--- config.mk ---
export PLATFORM = sky130hd
export DESIGN_NAME = fix_field_serializer
export DESIGN_NICKNAME = d
export VERILOG_FILES = /design/src/rtl/fix_pkg.sv /design/src/rtl/fix_cks_to_ascii.sv /design/src/rtl/fix_field_serializer.sv
export SDC_FILE = /design/constraint.sdc
export NUM_CORES = 1
export LEC_CHECK = 0
export ABC_AREA = 1
export CAP_MARGIN = 20
export CORE_MARGIN = 10
export CORE_UTILIZATION = 47
export CTS_CLUSTER_SIZE = 10
export DETAILED_ROUTE_END_ITERATION = 7
export PLACE_DENSITY_LB_ADDON = 0.15
export SLEW_MARGIN = 20
export SYNTH_ARGS = -nofsm -noshare
export SYNTH_HDL_FRONTEND = slang
export SYNTH_SLANG_ARGS = --single-unit
--- constraint.sdc ---
create_clock -name clk -period 6.7 [get_ports clk]
set_clock_uncertainty 0.05 [all_clocks]
set_input_delay 2.01 -clock clk [delete_from_list [all_inputs] [get_ports clk]]
set_output_delay 2.01 -clock clk [all_outputs]
set_load 0.05 [all_outputs]
--- src/rtl/fix_pkg.sv ---
// rtl/fix_pkg.sv - shared constants and state encoding for the FIX field serializer
// Purpose: ASCII constants, default bus widths and the serializer state enum.
// Ports: none (package).
package fix_pkg;

  localparam int TAG_BYTES = 4;
  localparam int VAL_BYTES = 32;

  localparam logic [7:0]  ASCII_EQ  = 8'h3D;
  localparam logic [7:0]  ASCII_SOH = 8'h01;
  localparam logic [7:0]  ASCII_0   = 8'h30;
  // "10": the first character on the wire is the upper byte.
  localparam logic [15:0] CKS_TAG   = "10";

  typedef enum logic [2:0] {
    ST_IDLE,
    ST_TAG,
    ST_EQ,
    ST_VAL,
    ST_SOH,
    ST_CK_TAG,
    ST_CK_VAL,
    ST_CK_SOH
  } ser_state_e;

endpackage

--- src/rtl/fix_cks_to_ascii.sv ---
// rtl/fix_cks_to_ascii.sv - 8-bit checksum to three ASCII decimal digits
// Purpose: combinational binary-to-decimal conversion for the "10=ddd" trailer.
// Ports:
//   cks_i  : 8-bit checksum value
//   hund_o : ASCII hundreds digit
//   tens_o : ASCII tens digit
//   ones_o : ASCII ones digit
module fix_cks_to_ascii (
  input  logic [7:0] cks_i,
  output logic [7:0] hund_o,
  output logic [7:0] tens_o,
  output logic [7:0] ones_o
);
  import fix_pkg::*;

  logic [7:0] hund;
  logic [7:0] tens;
  logic [7:0] ones;

  assign hund = cks_i / 8'd100;
  assign tens = (cks_i / 8'd10) % 8'd10;
  assign ones = cks_i % 8'd10;

  assign hund_o = ASCII_0 + hund;
  assign tens_o = ASCII_0 + tens;
  assign ones_o = ASCII_0 + ones;

endmodule

--- src/rtl/fix_field_serializer.sv ---
// rtl/fix_field_serializer.sv - serializes tag/value pairs to "tag=value<SOH>" bytes
// Purpose: accepts one FIX field per handshake, emits it byte-wide, keeps a running
//          checksum and optionally appends "10=ddd<SOH>" after the last field.
// Ports:
//   clk, rst               : clock, asynchronous active-low reset
//   field_valid_i/ready_o  : field input handshake
//   tag_i, tag_len_i       : tag characters (byte 0 first) and count
//   value_i, value_len_i   : value characters (byte 0 first) and count
//   field_last_i           : field closes the message
//   data_o/valid_o/ready_i : byte output stream
//   sof_o, eom_o           : first byte / final SOH of a message
module fix_field_serializer #(
  parameter int TAG_BYTES    = fix_pkg::TAG_BYTES,
  parameter int VAL_BYTES    = fix_pkg::VAL_BYTES,
  parameter bit GEN_CHECKSUM = 1'b1
) (
  input  logic                   clk,
  input  logic                   rst,
  input  logic                   field_valid_i,
  output logic                   field_ready_o,
  input  logic [TAG_BYTES*8-1:0] tag_i,
  input  logic [2:0]             tag_len_i,
  input  logic [VAL_BYTES*8-1:0] value_i,
  input  logic [5:0]             value_len_i,
  input  logic                   field_last_i,
  output logic [7:0]             data_o,
  output logic                   data_valid_o,
  input  logic                   data_ready_i,
  output logic                   sof_o,
  output logic                   eom_o
);
  import fix_pkg::*;

  // One byte index serves tag, value and trailer positions.
  localparam int IW  = $clog2(VAL_BYTES);
  localparam int TIW = $clog2(TAG_BYTES);

  ser_state_e             state_q, state_d;
  logic [IW-1:0]          idx_q, idx_d;
  logic [TAG_BYTES*8-1:0] tag_q, tag_d;
  logic [VAL_BYTES*8-1:0] val_q, val_d;
  logic [IW-1:0]          tag_end_q, tag_end_d;
  logic [IW-1:0]          val_end_q, val_end_d;
  logic                   last_q, last_d;
  logic [7:0]             cks_q, cks_d;
  logic                   in_msg_q, in_msg_d;

  logic [7:0]    byte_out;
  logic          xfer;
  logic          sof;
  logic          eom;
  logic [IW-1:0] tag_end_sat;
  logic [IW-1:0] val_end_sat;
  logic [7:0]    tag_byte;
  logic [7:0]    val_byte;
  logic [7:0]    dig_hund;
  logic [7:0]    dig_tens;
  logic [7:0]    dig_ones;

  fix_cks_to_ascii u_cks_to_ascii (
    .cks_i  (cks_q),
    .hund_o (dig_hund),
    .tens_o (dig_tens),
    .ones_o (dig_ones)
  );

  assign tag_byte = tag_q[{idx_q[TIW-1:0], 3'b000} +: 8];
  assign val_byte = val_q[{idx_q, 3'b000} +: 8];

  assign field_ready_o = (state_q == ST_IDLE) && rst;
  assign data_valid_o  = (state_q != ST_IDLE);
  assign xfer          = data_valid_o && data_ready_i;
  assign sof           = (state_q == ST_TAG) && (idx_q == '0) && !in_msg_q;
  assign eom           = (state_q == ST_CK_SOH) ||
                         ((state_q == ST_SOH) && last_q && !GEN_CHECKSUM);

  assign data_o = byte_out;
  assign sof_o  = sof;
  assign eom_o  = eom;

  // Lengths are stored as the index of the final byte, saturated to 1..N characters.
  always_comb begin
    tag_end_sat = '0;
    val_end_sat = '0;
    if (tag_len_i == 3'd0) begin
      tag_end_sat = '0;
    end else if (int'(tag_len_i) > TAG_BYTES) begin
      tag_end_sat = IW'(TAG_BYTES - 1);
    end else begin
      tag_end_sat = IW'(tag_len_i - 3'd1);
    end
    if (value_len_i == 6'd0) begin
      val_end_sat = '0;
    end else if (int'(value_len_i) > VAL_BYTES) begin
      val_end_sat = IW'(VAL_BYTES - 1);
    end else begin
      val_end_sat = IW'(value_len_i - 6'd1);
    end
  end

  always_comb begin
    state_d   = state_q;
    idx_d     = idx_q;
    tag_d     = tag_q;
    val_d     = val_q;
    tag_end_d = tag_end_q;
    val_end_d = val_end_q;
    last_d    = last_q;
    cks_d     = cks_q;
    in_msg_d  = in_msg_q;
    byte_out  = 8'h00;

    case (state_q)
      ST_IDLE: begin
        if (field_valid_i && field_ready_o) begin
          tag_d     = tag_i;
          val_d     = value_i;
          tag_end_d = tag_end_sat;
          val_end_d = val_end_sat;
          last_d    = field_last_i;
          idx_d     = '0;
          state_d   = ST_TAG;
        end
      end
      ST_TAG: begin
        byte_out = tag_byte;
        if (xfer) begin
          if (idx_q == tag_end_q) begin
            idx_d   = '0;
            state_d = ST_EQ;
          end else begin
            idx_d = idx_q + 1'b1;
          end
        end
      end
      ST_EQ: begin
        byte_out = ASCII_EQ;
        if (xfer) state_d = ST_VAL;
      end
      ST_VAL: begin
        byte_out = val_byte;
        if (xfer) begin
          if (idx_q == val_end_q) begin
            idx_d   = '0;
            state_d = ST_SOH;
          end else begin
            idx_d = idx_q + 1'b1;
          end
        end
      end
      ST_SOH: begin
        byte_out = ASCII_SOH;
        if (xfer) begin
          idx_d   = '0;
          state_d = (last_q && GEN_CHECKSUM) ? ST_CK_TAG : ST_IDLE;
        end
      end
      ST_CK_TAG: begin
        case (idx_q)
          IW'(0):  byte_out = CKS_TAG[15:8];
          IW'(1):  byte_out = CKS_TAG[7:0];
          default: byte_out = ASCII_EQ;
        endcase
        if (xfer) begin
          if (idx_q == IW'(2)) begin
            idx_d   = '0;
            state_d = ST_CK_VAL;
          end else begin
            idx_d = idx_q + 1'b1;
          end
        end
      end
      ST_CK_VAL: begin
        case (idx_q)
          IW'(0):  byte_out = dig_hund;
          IW'(1):  byte_out = dig_tens;
          default: byte_out = dig_ones;
        endcase
        if (xfer) begin
          if (idx_q == IW'(2)) begin
            idx_d   = '0;
            state_d = ST_CK_SOH;
          end else begin
            idx_d = idx_q + 1'b1;
          end
        end
      end
      ST_CK_SOH: begin
        byte_out = ASCII_SOH;
        if (xfer) state_d = ST_IDLE;
      end
      default: state_d = ST_IDLE;
    endcase

    // Only field bytes feed the checksum; trailer states leave it frozen for the digits.
    if (xfer && (state_q inside {ST_TAG, ST_EQ, ST_VAL, ST_SOH})) begin
      cks_d = cks_q + byte_out;
    end
    if (xfer && sof) in_msg_d = 1'b1;
    if (xfer && eom) begin
      in_msg_d = 1'b0;
      cks_d    = 8'h00;
    end
  end

  always_ff @(posedge clk or negedge rst) begin
    if (!rst) begin
      state_q   <= ST_IDLE;
      idx_q     <= '0;
      tag_q     <= '0;
      val_q     <= '0;
      tag_end_q <= '0;
      val_end_q <= '0;
      last_q    <= 1'b0;
      cks_q     <= 8'h00;
      in_msg_q  <= 1'b0;
    end else begin
      state_q   <= state_d;
      idx_q     <= idx_d;
      tag_q     <= tag_d;
      val_q     <= val_d;
      tag_end_q <= tag_end_d;
      val_end_q <= val_end_d;
      last_q    <= last_d;
      cks_q     <= cks_d;
      in_msg_q  <= in_msg_d;
    end
  end

endmodule

Yosys cells after proc, flatten, opt, wreduce, memory -nomap -nowiden
Index checks and enable logic that the tools add are counted.
- word-level logic and storage cells: 105
- input bits: 302
- register bits: 316
- output and inout port bits: 12
- muxes and demuxes: 34
- add/subtract/negate cells: 7
- shifts and indexed selects: 2
- eq/ne operators: 24
- reduce and logical (&&, ||, !) cells: 23
- magnitude comparators: 2
- divide/modulo/power cells: 4
- operator list (operator ; number):
    $shiftx A256 B9 Y8 ; 1
    $mux W5 ; 12
    $pmux W8 S6 ; 1
    $mux W3 ; 13
    $shiftx A32 B6 Y8 ; 1
    $pmux W5 S5 ; 1
    $add A6 B8 Y8 const A ; 3
    $pmux W3 S8 ; 1
    $ne A2 B2 Y1 const B ; 10
    $mod A8 B4 Y8 const B ; 2
    $mux W8 ; 2
    $pmux W8 S2 ; 1
    $eq A3 B3 Y1 const B ; 4
    $reduce_and A12 Y1 ; 1
    $eq A5 B5 Y1 ; 2
    $add A8 B8 Y8 ; 1
    $div A8 B4 Y8 const B ; 1
    $div A8 B7 Y8 const B ; 1
    $logic_and A1 B1 Y1 ; 8
    $pmux W4 S2 ; 1
    $eq A3 B2 Y1 const B ; 2
    $gt A6 B6 Y1 const B ; 1
    $logic_not A3 Y1 ; 2
    $logic_not A6 Y1 ; 1
    18 further kinds ; 23

Longest topological paths before layout
Gate-level depths: netlist of run 1.
- depth after elaboration: 8
- depth in mapped cells: 50
- mapped depth without buffers: 49

Hierarchy
From an unflattened synthesis of run 1, not the netlist that was laid out.
- cell total of the unflattened synthesis: 2234
- area, all modules: 16356.9 sq um
- by module, submodules not included (module ; area an instance (sq um) ; instances ; cells an instance ; seq. area each (sq um)):
    fix_field_serializer ; 15472.3 ; 1 ; 2072 ; 7882.6
    fix_cks_to_ascii ; 884.6 ; 1 ; 162 ; 0.0

Worst setup path after synthesis of run 1
OpenSTA, ideal clock, no wires.
- path type: register to output
- from: register cks_q[5]
- to: output data_o[1]
- slack: 0.762 ns
- buffers on the path: 0
- cell stages (with the launch flop): 32
- data required time: 4.640 ns
- data arrival time: 3.878 ns
- cell sequence: dfrtp_1 -> inv_1 -> nand3_2 -> nand3_4 -> nand2_4 -> nand2_4 -> nand2_4 -> nand2_4 -> clkinv_4 -> nand2_4 -> nand2_4 -> nand2_2 -> nand2_2 -> inv_2 -> nand2_2 -> nand2_4 -> nand2_2 -> nand2_2 -> inv_2 -> nand2_2 -> nand3_4 -> nand2_2 -> nand2_1 -> nand2_2 -> nand2_2 -> nand2_2 -> inv_1 -> nand2_1 -> nand3_1 -> o21ai_0 -> o21ai_0 -> o21ai_0
- word-level cells in the longest chain between the ends: 5
- elaborated cells on any way between the ends: 9
- those cells by class: add/sub (3); div (4); mux (2)
- RTL lines (element ; line ; RTL):
    start: declaration ; fix_field_serializer.sv:45 ; logic [7:0] cks_q, cks_d;
    start signal: assignment ; fix_field_serializer.sv:225 ; cks_q <= cks_d;
    $div A8 B4 Y8 ; fix_cks_to_ascii.sv:21 ; assign tens = (cks_i / 8'd10) % 8'd10;
    $mod A8 B4 Y8 ; fix_cks_to_ascii.sv:21 ;
    $add A6 B8 Y8 ; fix_cks_to_ascii.sv:25 ; assign tens_o = ASCII_0 + tens;
    $pmux W8 S2 (*) ; fix_field_serializer.sv:174 ; case (idx_q)
    $pmux W8 S6 (*) ; fix_field_serializer.sv:113 ; case (state_q)
    end: declaration ; fix_field_serializer.sv:26 ; output logic [7:0] data_o,
Every way passes the cells marked *; elsewhere a longest branch is shown, timed or not.

Worst setup path in the final report of run 1
- from: register cks_q[7]
- to: output data_o[5]
Same word-level chain as after synthesis.

==> reports/qor.txt, run 1 <==
status - finished clean
synth unique cells - 46
slowest CP cell - dfrtp_2
worst skew pair latency - 0.53 ns
Internal Pwr Total - 0.00551 W
Area after DPL - 19,400 um^2
Peak VDD IR - 0.296 mV
critical path endpoint category - output pin
ys async rst share - 100%
CTS tree - built
Nets - 2,723
top cell type's share of synthesized area - 49.6%
Clock Path Buffers - 3
Yosys reg bits - 315
Fmax achieved - 0.159 GHz
RSZ-0062 raised after global routing - false
MaxCap Viol Count - 0
number of enable flip-flop cells after synthesis - 0
GPL Wtd Cong - 0.847
Avg Inst Size Synth - 7.41 um^2
most frequent cells in the layout - nand2_1, dfrtp_1, clkdlybuf4s50_1, nor2_1, o21ai_0
switching pwr - 0.00428 W
final setup vio count - 0
placed instance count - 2,806
Sw Share - 43.7%
DIE AREA - 41,600 um^2
slew at the pin closest to its max-slew limit - 0.958 ns
1st-iter DRT viols - 1,276
Via density - 5.28
Warnings, synthesis - 0
remaining global-route overflow - 0
Combinational Power Share - 47.8%
vias in the first global route - 14,900
DP Wirelength - 36,700 um
sequential share of power - 33.7%
minimum clock period - 6.28 ns
Crit Path Class - register to output pin
final non-filler cell total - 2,859
final period utilization - 93.7%
Critical Path AT - 4.22 ns
total track usage - 24.6%
ys flop type - dfrtp_1
CP Max Fanout - 9
Seq/Total Area, Yosys - 49.6%
Leak - 10.1 nW
largest area contributor in the netlist - dfrtp_1
Starting Density - 47.5%
CP max stage delay - 0.50 ns
H-tree levels - 2
post-route ant nets - 0
most used cell, CP - nand2_4
share of cells above drive strength 1 - 5.48%
Core Region - 33,400 um^2
Sinks on Clock Net - 315
DIE HEIGHT - 204 um
Routed WL per cell - 18.4 um
Slew HR - 36.1%
PD cells - 479 nW/um^2
Pwr Total - 0.00979 W
HP Class - register to register
max-slew violations - 0
Design Area, Final - 20,500 um^2
PortBufs - 313
Synth area leaders - dfrtp_1, nand2_1, o21ai_0, nor2_1, clkbuf_1
commonest non-fill, non-tap cell in the layout - nand2_1
Synthesized Nets - 2,469
global-route wire length before repair - 82,300 um
floorplan row count - 67
via count - 15,100
setup TNS - 0 ns
largest net degree at the start of global routing - 166
area growth from synthesis to layout - 28.7%
CP startpoint kind - register
DR DRC count - 0
io pins - 314
mapped cell area - 15,900 um^2
First-pass DRT Iterations - 5
final hold vios - 0
Routed WL - 52,700 um
# Post-CTS Setup Buffers - 0
clock power share - 18.5%
# fillers - 3,022
Clock transition at path regs - 0.05 ns
Post-Syn Instances - 2,145
root buffer cell - clkbuf_16
Required @ worst endpoint - 4.64 ns
initial antenna violation count - 4
TritonCTS Buffers - 38
die width - 204 um
[metrics by stage]
| step | setup slack [ns] | util, % | hold slack (ns) |
|---|---|---|---|
| after floorplan | 0.762 | - | 0.394 |
| after global placement | 0.270 | 57.9 | 0.406 |
| after detailed placement | 0.238 | 57.9 | 0.410 |
| after CTS | 0.102 | 61.0 | 0.424 |
| after global routing | 0.0193 | 61.2 | 0.436 |
| final | 0.420 | 61.2 | 0.421 |
[path summary, 6_finish.rpt]
check,from,to,slack [ns],depth (start not counted)
worst max-delay path,cks_q[7]$_DFFE_PN0P_,data_o[5],0.42,32
worst min-delay path,val_q[16]$_DFFE_PN0P_,val_q[16]$_DFFE_PN0P_,0.42,2
worst max register to register,cks_q[7]$_DFFE_PN0P_,cks_q[7]$_DFFE_PN0P_,1.48,47
worst min register to register,val_q[16]$_DFFE_PN0P_,val_q[16]$_DFFE_PN0P_,0.42,2
max in group asynchronous,rst,cks_q[6]$_DFFE_PN0P_,4.14,2
min in group asynchronous,rst,val_q[133]$_DFFE_PN0P_,1.25,1
[cell type report]
class | instances | area (um^2) | share of cell area, %
Antenna cell | 4 | 10.0 | 0.0489
Clock buffer | 45 | 1010 | 4.92
Clock inverter | 3 | 26.3 | 0.128
Inverter | 82 | 323 | 1.58
Multi-Input combinational cell | 1628 | 7280 | 35.6
Sequential cell | 315 | 7890 | 38.6
Tap cell | 448 | 561 | 2.74
Timing Repair Buffer | 334 | 3360 | 16.4
[sequential cells by signal, indices dropped and copies added (netlist names)]
signal     count
tag_q         32
last_q         1
val_end_q      5
state_q        3
idx_q          5
in_msg_q       1
val_q        256
tag_end_q      4
cks_q          8
[kinds of logic after synthesis]
kind of cell             count (synthesis)  share of synthesized area [%]
AND/OR/NAND/NOR                       1281                           32.0
AO/OA/AOI/OAI                          316                           11.3
flip-flops                             315                           49.6
buffers and inverters                  202                           4.85
adder cells (fa/ha/maj)                 22                           1.78
XOR/XNOR                                 9                          0.496
[Yosys cell counts, drive strengths merged (2+ instances only)]
cell        n
o21ai     181
clkbuf    119
a311oi      2
a221oi      3
xor2        5
nand4      13
nor3        7
nor2      186
nand3      50
clkinv      3
a211oi      2
o21a        2
a31oi       3
a41oi       4
xnor2       4
o2111ai     4
a21oi      30
o22ai      71
o41ai       3
inv        79
ha         21
o211ai      4
nand2    1022
dfrtp     315
[power by group through the flow]
stage / Sequential, W / Clock [W] / Combinational (W)
finish: 0.00330 / 0.00181 / 0.00468
global route: 0.00340 / 0.00191 / 0.00526
CTS: 0.00328 / 0.00183 / 0.00466
detailed placement: 0.00330 / 0 / 0.00464
global placement: 0.00328 / 0 / 0.00457
floorplan: 0.00315 / 0 / 0.00332
[layer usage]
layer | share of wire [%] | GRT usage, %
met1 | 44 | 34.2
met5 | 0 | 0
met4 | 2.5 | 7.41
met2 | 46 | 38.3
met3 | 7.7 | 4.80
[critical path, delay by kind of cell (launching register included)]
| kind | cells | cell delay (ns) |
|---|---|---|
| fa+ha+maj | 2 | 0.52 |
| flops | 1 | 0.50 |
| simple gates | 22 | 1.77 |
| compound gates | 2 | 0.39 |
| buf+inv | 6 | 0.51 |
[what timing repair did]
item / 4_1_cts / 5_1_grt
pin swaps: 0 / 0
resized for setup: 6 / 17
setup endpoints to repair: 4 / 6
hold buffers: 0 / 0
Note: power is estimated with default switching activity, not from simulation.
==> run 2, diff against run 1 <==
--- a/config.mk
+++ b/config.mk
@@ -11,7 +11,7 @@
 export CORE_UTILIZATION = 47
 export CTS_CLUSTER_SIZE = 10
 export DETAILED_ROUTE_END_ITERATION = 7
-export PLACE_DENSITY_LB_ADDON = 0.15
+export PLACE_DENSITY_LB_ADDON = 0.05
 export SLEW_MARGIN = 20
 export SYNTH_ARGS = -nofsm -noshare
 export SYNTH_HDL_FRONTEND = slang
==> run 2 against run 1 <==
  * Setup slack improved by 0.022 ns
  * Sequential share of layout area about the same
  * Via count decreased by 0.13%
  * Critical path type unchanged
  * Maximum frequency increased by 0.35%
  * Largest power group unchanged
  * Critical endpoint unchanged
  * Highest routed layer is now met5
==> reports/qor.txt, run 2 (same netlist as run 1, synthesis figures left out) <==
status - finished clean (unchanged)
top sig layer - met5 (was met4)
H-tree levels - 2 (unchanged)
DR WL met2 - 24,200 um (was 24,100 um)
share of cells above drive strength 1 - 5.47% (was 5.48%)
worst skew pair latency - 0.53 ns (about the same)
Critical Path AT - 4.20 ns (was 4.22 ns)
Slew HR - 37.6% (was 36.1%)
total track usage - 25.2% (was 24.6%)
CP Max Fanout - 6 (was 9)
Leak - 10.1 nW (about the same)
DR DRC count - 0 (unchanged)
remaining global-route overflow - 0 (unchanged)
Critical R2R Launch - cks_q[6]$_DFFE_PN0P_ (was cks_q[7]$_DFFE_PN0P_)
max reg flops - 256 (unchanged)
PortBufs - 313 (unchanged)
Top reg by flops - val_q (unchanged)
DIE AREA - 41,600 um^2 (unchanged)
Clock transition at path regs - 0.06 ns (was 0.05 ns)
final period utilization - 93.4% (was 93.7%)
DP Wirelength - 37,400 um (was 36,700 um)
routed length on met3 - 3660 um (was 4040 um)
most used cell, CP - nand2_2 (was nand2_4)
MaxCap Viol Count - 0 (unchanged)
io pins - 314 (unchanged)
initial antenna violation count - 7 (was 4)
Sinks on Clock Net - 315 (unchanged)
hold path start - val_q[138]$_DFFE_PN0P_ (was val_q[16]$_DFFE_PN0P_)
floorplan row count - 67 (unchanged)
DIE HEIGHT - 204 um (unchanged)
M1 WL - 23,900 um (was 23,200 um)
largest registers - val_q: 256 flops, tag_q: 32 flops, cks_q: 8 flops (unchanged)
critical path endpoint category - output pin (unchanged)
Design Area, Final - 20,400 um^2 (was 20,500 um^2)
GPL Wtd Cong - 0.898 (was 0.847)
Fmax achieved - 0.160 GHz (was 0.159 GHz)
placed instance count - 2,809 (was 2,806)
Area after DPL - 19,400 um^2 (about the same)
area growth from synthesis to layout - 28.6% (was 28.7%)
final hold vios - 0 (unchanged)
final setup vio count - 0 (unchanged)
HP Class - register to register (unchanged)
slowest CP cell - dfrtp_1 (was dfrtp_2)
CTS tree - built (unchanged)
# fillers - 3,012 (was 3,022)
Starting Density - 47.5% (unchanged)
final non-filler cell total - 2,865 (was 2,859)
Crit Path Class - register to output pin (unchanged)
via count - 15,100 (about the same)
root buffer cell - clkbuf_16 (unchanged)
worst reg-to-reg path cell count - 45 (was 47)
Core Region - 33,400 um^2 (unchanged)
Via density - 5.26 (was 5.28)
PD cells - 480 nW/um^2 (was 479 nW/um^2)
minimum clock period - 6.26 ns (was 6.28 ns)
Required @ worst endpoint - 4.64 ns (about the same)
CP max stage delay - 0.44 ns (was 0.50 ns)
Routed WL per cell - 18.5 um (was 18.4 um)
largest net degree at the start of global routing - 165 (was 166)
Nets - 2,725 (was 2,723)
WHS Endpoint - val_q[138]$_DFFE_PN0P_ (was val_q[16]$_DFFE_PN0P_)
Pwr Total - 0.00981 W (was 0.00979 W)
Hold Crit Depth - 2 (unchanged)
1st-iter DRT viols - 1,227 (was 1,276)
TritonCTS Buffers - 38 (unchanged)
slew at the pin closest to its max-slew limit - 0.935 ns (was 0.958 ns)
R2R Setup Slk - 1.40 ns (was 1.48 ns)
max-slew violations - 0 (unchanged)
First-pass DRT Iterations - 5 (unchanged)
global-route wire length before repair - 84,100 um (was 82,300 um)
RSZ-0062 raised after global routing - true (was false)
Peak VDD IR - 0.404 mV (was 0.296 mV)
most frequent cells in the layout - nand2_1, dfrtp_1, clkdlybuf4s50_1, nor2_1, o21ai_0 (unchanged)
Clock Path Buffers - 3 (unchanged)
CP startpoint kind - register (unchanged)
die width - 204 um (unchanged)
reg2reg end - cks_q[7]$_DFFE_PN0P_ (unchanged)
post-route ant nets - 0 (unchanged)
commonest non-fill, non-tap cell in the layout - nand2_1 (unchanged)
vias in the first global route - 15,100 (was 14,900)
Routed WL - 53,000 um (was 52,700 um)
==> run 2: worst max-delay path: cells and delay by family, from the launching register on <==
family                     cells  cell delay, ns
DFF                            1            0.44
and+or+nand+nor               19            1.54
adders and majority gates      2            0.49
AOI/OAI and AO/OA              3            0.68
buffers and inverters          6            0.51
==> run 2: area by class of cell <==
type	count	area [um^2]	share of cell area [%]
sequential	315	7890	38.6
timing repair buffer	336	3350	16.4
clock inverter	3	18.8	0.0918
antenna	5	12.5	0.0612
multi-input combinational	1628	7260	35.5
clock buffer	48	1020	4.99
inverter	82	323	1.58
tap	448	561	2.74
==> run 2: power breakdown <==
group,switching [W],internal (W),total [W],leakage (nW)
combinational,0.00297,0.00167,0.00465,5.66
clock,0.000758,0.00105,0.00181,0.510
sequential,0.000560,0.00279,0.00335,3.98
total,0.00429,0.00551,0.00981,10.1
==> run 2: worst max-delay path by stage <==
stage                                    start         to  slack, ns
after global routing      cks_q[6]$_DFFE_PN0P_  data_o[6]      -0.02
after detailed placement  cks_q[7]$_DFFE_PN0P_  data_o[6]       0.30
final                     cks_q[6]$_DFFE_PN0P_  data_o[5]       0.44
after global placement    cks_q[7]$_DFFE_PN0P_  data_o[6]       0.35
after CTS                 cks_q[7]$_DFFE_PN0P_  data_o[6]      0.009
after floorplan           cks_q[5]$_DFFE_PN0P_  data_o[1]       0.76
==> run 2: metrics by stage <==
stage          setup WS, ns  TNS (ns)  hold slack, ns  util, %
2_1_floorplan         0.762         0           0.394        -
3_3_place_gp          0.354         0           0.406     58.0
3_5_place_dp          0.298         0           0.410     58.0
4_1_cts             0.00877         0           0.424     61.0
5_1_grt             -0.0207   -0.0207           0.438     61.1
6_report              0.442         0           0.421     61.1
==> run 2: timing repair <==
action / CTS / global route
cloned: 0 / 0
gates resized for setup: 5 / 15
endpoints found under the setup margin: 4 / 6
buffers inserted: 0 / 0
hold buffers: 0 / 0
==> run 2: routing by layer <==
metal | track usage, % | vias to the layer above
li1 | - | 7349
met1 | 34.4 | 7201
met2 | 39.3 | 443
met3 | 5.99 | 79
met4 | 7.17 | 6
met5 | 0 | -
==> RTL change: new RTL, flow settings as in run 1 <==
Change the parameter `GEN_CHECKSUM` from 1'b1 to 1'b0.
--- a/src/rtl/fix_field_serializer.sv
+++ b/src/rtl/fix_field_serializer.sv
@@ -12,7 +12,7 @@
 module fix_field_serializer #(
   parameter int TAG_BYTES    = fix_pkg::TAG_BYTES,
   parameter int VAL_BYTES    = fix_pkg::VAL_BYTES,
-  parameter bit GEN_CHECKSUM = 1'b1
+  parameter bit GEN_CHECKSUM = 1'b0
 ) (
   input  logic                   clk,
   input  logic                   rst,
Formal check against the unedited RTL: not equivalent (a bounded check fails within 10 cycles, from zero or initial values and one cycle with rst low).
==> RTL change against run 1 <==
  * Area after synthesis increased by 1.3%
  * Setup slack lost 0.20 ns
  * Global-route usage is 1.1 points higher
  * Cell area grew 2.5%
  * Sequential cell count stayed put
  * Clock power up 7%
  * Wire length is 5.1% higher
  * Power grew 14%
  * Maximum frequency decreased by 3.1%
  * Core utilization rose by 1.0 points
  * Sequential power decreased by 2%
  * Critical endpoint unchanged
  * Largest cell class unchanged
==> RTL change: results (changes against run 1) <==
Parameter                              Value

Status
  Run status ... completed

Drt
  Number of vias after detailed routing ... 15,500 (+2.7%)
  Total wire length after detailed routing ... 55.4 mm (+5.1%)
  DRC marker count from the first detailed-route iteration ... 1,524 (+19%)
  Post-DR vias/cell ... 5.37 (+1.6%)

Synth
  Count of warnings emitted by yosys ... 0 (unchanged)
  Most numerous cell types in the synthesized netlist ... 972 x sky130_fd_sc_hd__nand2_1, 315 x sky130_fd_sc_hd__dfrtp_1, 189 x sky130_fd_sc_hd__nor2_1
  Syn nets ... 2,483 (+0.57%)
  Cells taking the most area after synthesis ... sky130_fd_sc_hd__dfrtp_1 49%, sky130_fd_sc_hd__nand2_1 23%, sky130_fd_sc_hd__o21ai_0 5.3%
  Share of the yosys chip area belonging to registers ... 0.490 (-0.00621)
  Leading register cell type out of synthesis ... sky130_fd_sc_hd__dfrtp_1
  Netlist cell types ... 51 (+11%)
  Post-synthesis instance total ... 2,156 (+0.51%)

Placement
  Hpwl dp ... 38.5 mm (+4.7%)
  Placement Setup Slack ... 0.440 ns (+0.202 ns)
  Routability Congestion ... 0.902 (+6.4%)
  Area of placed instances ... 19,500 um2 (+0.82%)
  Number of cells after detailed placement ... 2,814 (+0.29%)

Clock tree
  Clk buf depth ... 3 (unchanged)
  Clock-pin slew of the registers on the worst-case setup and hold paths ... 0.06 ns
  TritonCTS buffer count ... 39 (+2.6%)

Setup path
  Slowest cell on crit path ... sky130_fd_sc_hd__dfrtp_1
  Worst path max stage delay ... 0.41 ns (-0.09 ns)
  Worst Path Max Fanout ... 6 (-3)

Pwr
  Leakage power ... 10.3 nW (+1.7%)
  Max VDD drop ... 0.000752 V (+150%)
  Design internal power ... 6.01 mW (+9.1%)

Cells and area
  Fraction of layout cells with a size suffix above 1 ... 0.0674 (+0.0125)
  Number of fillers in the final layout ... 2,986 (-1.2%)

Global routing
  Met1 track demand over resource ... 0.340 (-0.00150)
  Pin count of the biggest net entering global routing ... 153 (-7.8%)
  Met2 layer usage reported by global route ... 0.404 (+0.0215)
  Met3 demand-to-capacity share in global routing ... 0.0595 (+0.0115)
  Number of global-route vias before repair ... 15,300 (+2.8%)
  Initial antenna violation count ... 7 (+3)
  Wire length of the first global-routing pass ... 85.7 mm (+4.1%)
  Overall Global Routing Usage ... 0.257 (+0.0106)

STA
  Slew of the pin with the lowest slew margin ... 1.08 ns (+0.119 ns)
[RTL change: cell types whose count changed in the layout (fill, tap and decap cells not counted), moves of 12 or more]
cell / change
sky130_fd_sc_hd__buf_4: +18
sky130_fd_sc_hd__o221ai_1: +25
sky130_fd_sc_hd__o22ai_1: -23
sky130_fd_sc_hd__nand2_1: -28
sky130_fd_sc_hd__nand4_1: +12
[RTL change: worst max-delay path: cells and delay by family, from the launching register on]
kind	cells	cell delay (ns)
simple gates	23	2.12
xor+xnor	1	0.16
flops	1	0.41
buf+inv	5	0.55
compound gates	1	0.27
fa+ha+maj	2	0.37
[RTL change: routing by layer]
layer / wire length, um / vias up
met2: 25800 / 599
met5: 28 / -
li1: - / 7454
met1: 23500 / 7343
met3: 4440 / 100
met4: 1680 / 4
[RTL change: per-stage QoR]
| stage | power, mW | hold slack [ns] |
|---|---|---|
| CTS | 10.8 | 0.424 |
| detailed placement | 8.77 | 0.409 |
| global placement | 8.68 | 0.406 |
| finish | 11.2 | 0.422 |
| floorplan | 7.12 | 0.394 |
| global route | 12.0 | 0.438 |
[RTL change: final cells by class]
class,count,area (um2),area share
clock buffers,48,1040,0.0496
repair buffers,349,3450,0.165
clock inverters,5,72.6,0.00346
flip-flops and latches,315,7890,0.376
multi-input cells,1634,7600,0.363
inverters,84,333,0.0159
diodes,5,12.5,0.000597
well taps,448,561,0.0267
[RTL change: power groups by stage]
stage	logic, mW	clock network [mW]	registers, mW
6_report	6.03	1.93	3.23
5_1_grt	6.69	2.03	3.33
2_1_floorplan	4.05	0	3.07
3_5_place_dp	5.54	0	3.23
4_1_cts	5.62	1.96	3.21
3_3_place_gp	5.47	0	3.21
[RTL change: logic make-up after synthesis]
logic type | count (synthesis) | synth area share
AOI/OAI and AO/OA | 306 | 0.113
xor gates and xnor gates | 16 | 0.00871
adders and majority gates | 25 | 0.0199
buffers and inverters | 207 | 0.0486
DFF | 315 | 0.490
and+or+nand+nor | 1287 | 0.320
[RTL change: path summary, 6_finish.rpt]
path,from,to,slack [ns],cells past startpoint
min in group asynchronous,rst,tag_q[25]$_DFFE_PN0P_,1.22,1
max in group asynchronous,rst,val_q[208]$_DFFE_PN0P_,3.50,3
setup / recovery,cks_q[3]$_DFFE_PN0P_,data_o[5],0.22,32
hold reg to reg,val_q[234]$_DFFE_PN0P_,val_q[234]$_DFFE_PN0P_,0.42,2
setup reg to reg,cks_q[3]$_DFFE_PN0P_,cks_q[7]$_DFFE_PN0P_,1.27,45
hold / removal,val_q[234]$_DFFE_PN0P_,val_q[234]$_DFFE_PN0P_,0.42,2
[RTL change: what timing repair did]
| action | in CTS | in global routing |
|---|---|---|
| pin swaps | 0 | 14 |
| setup buffers | 0 | 16 |
| endpoints found under the setup margin | 2 | 7 |
| gates resized for setup | 5 | 41 |
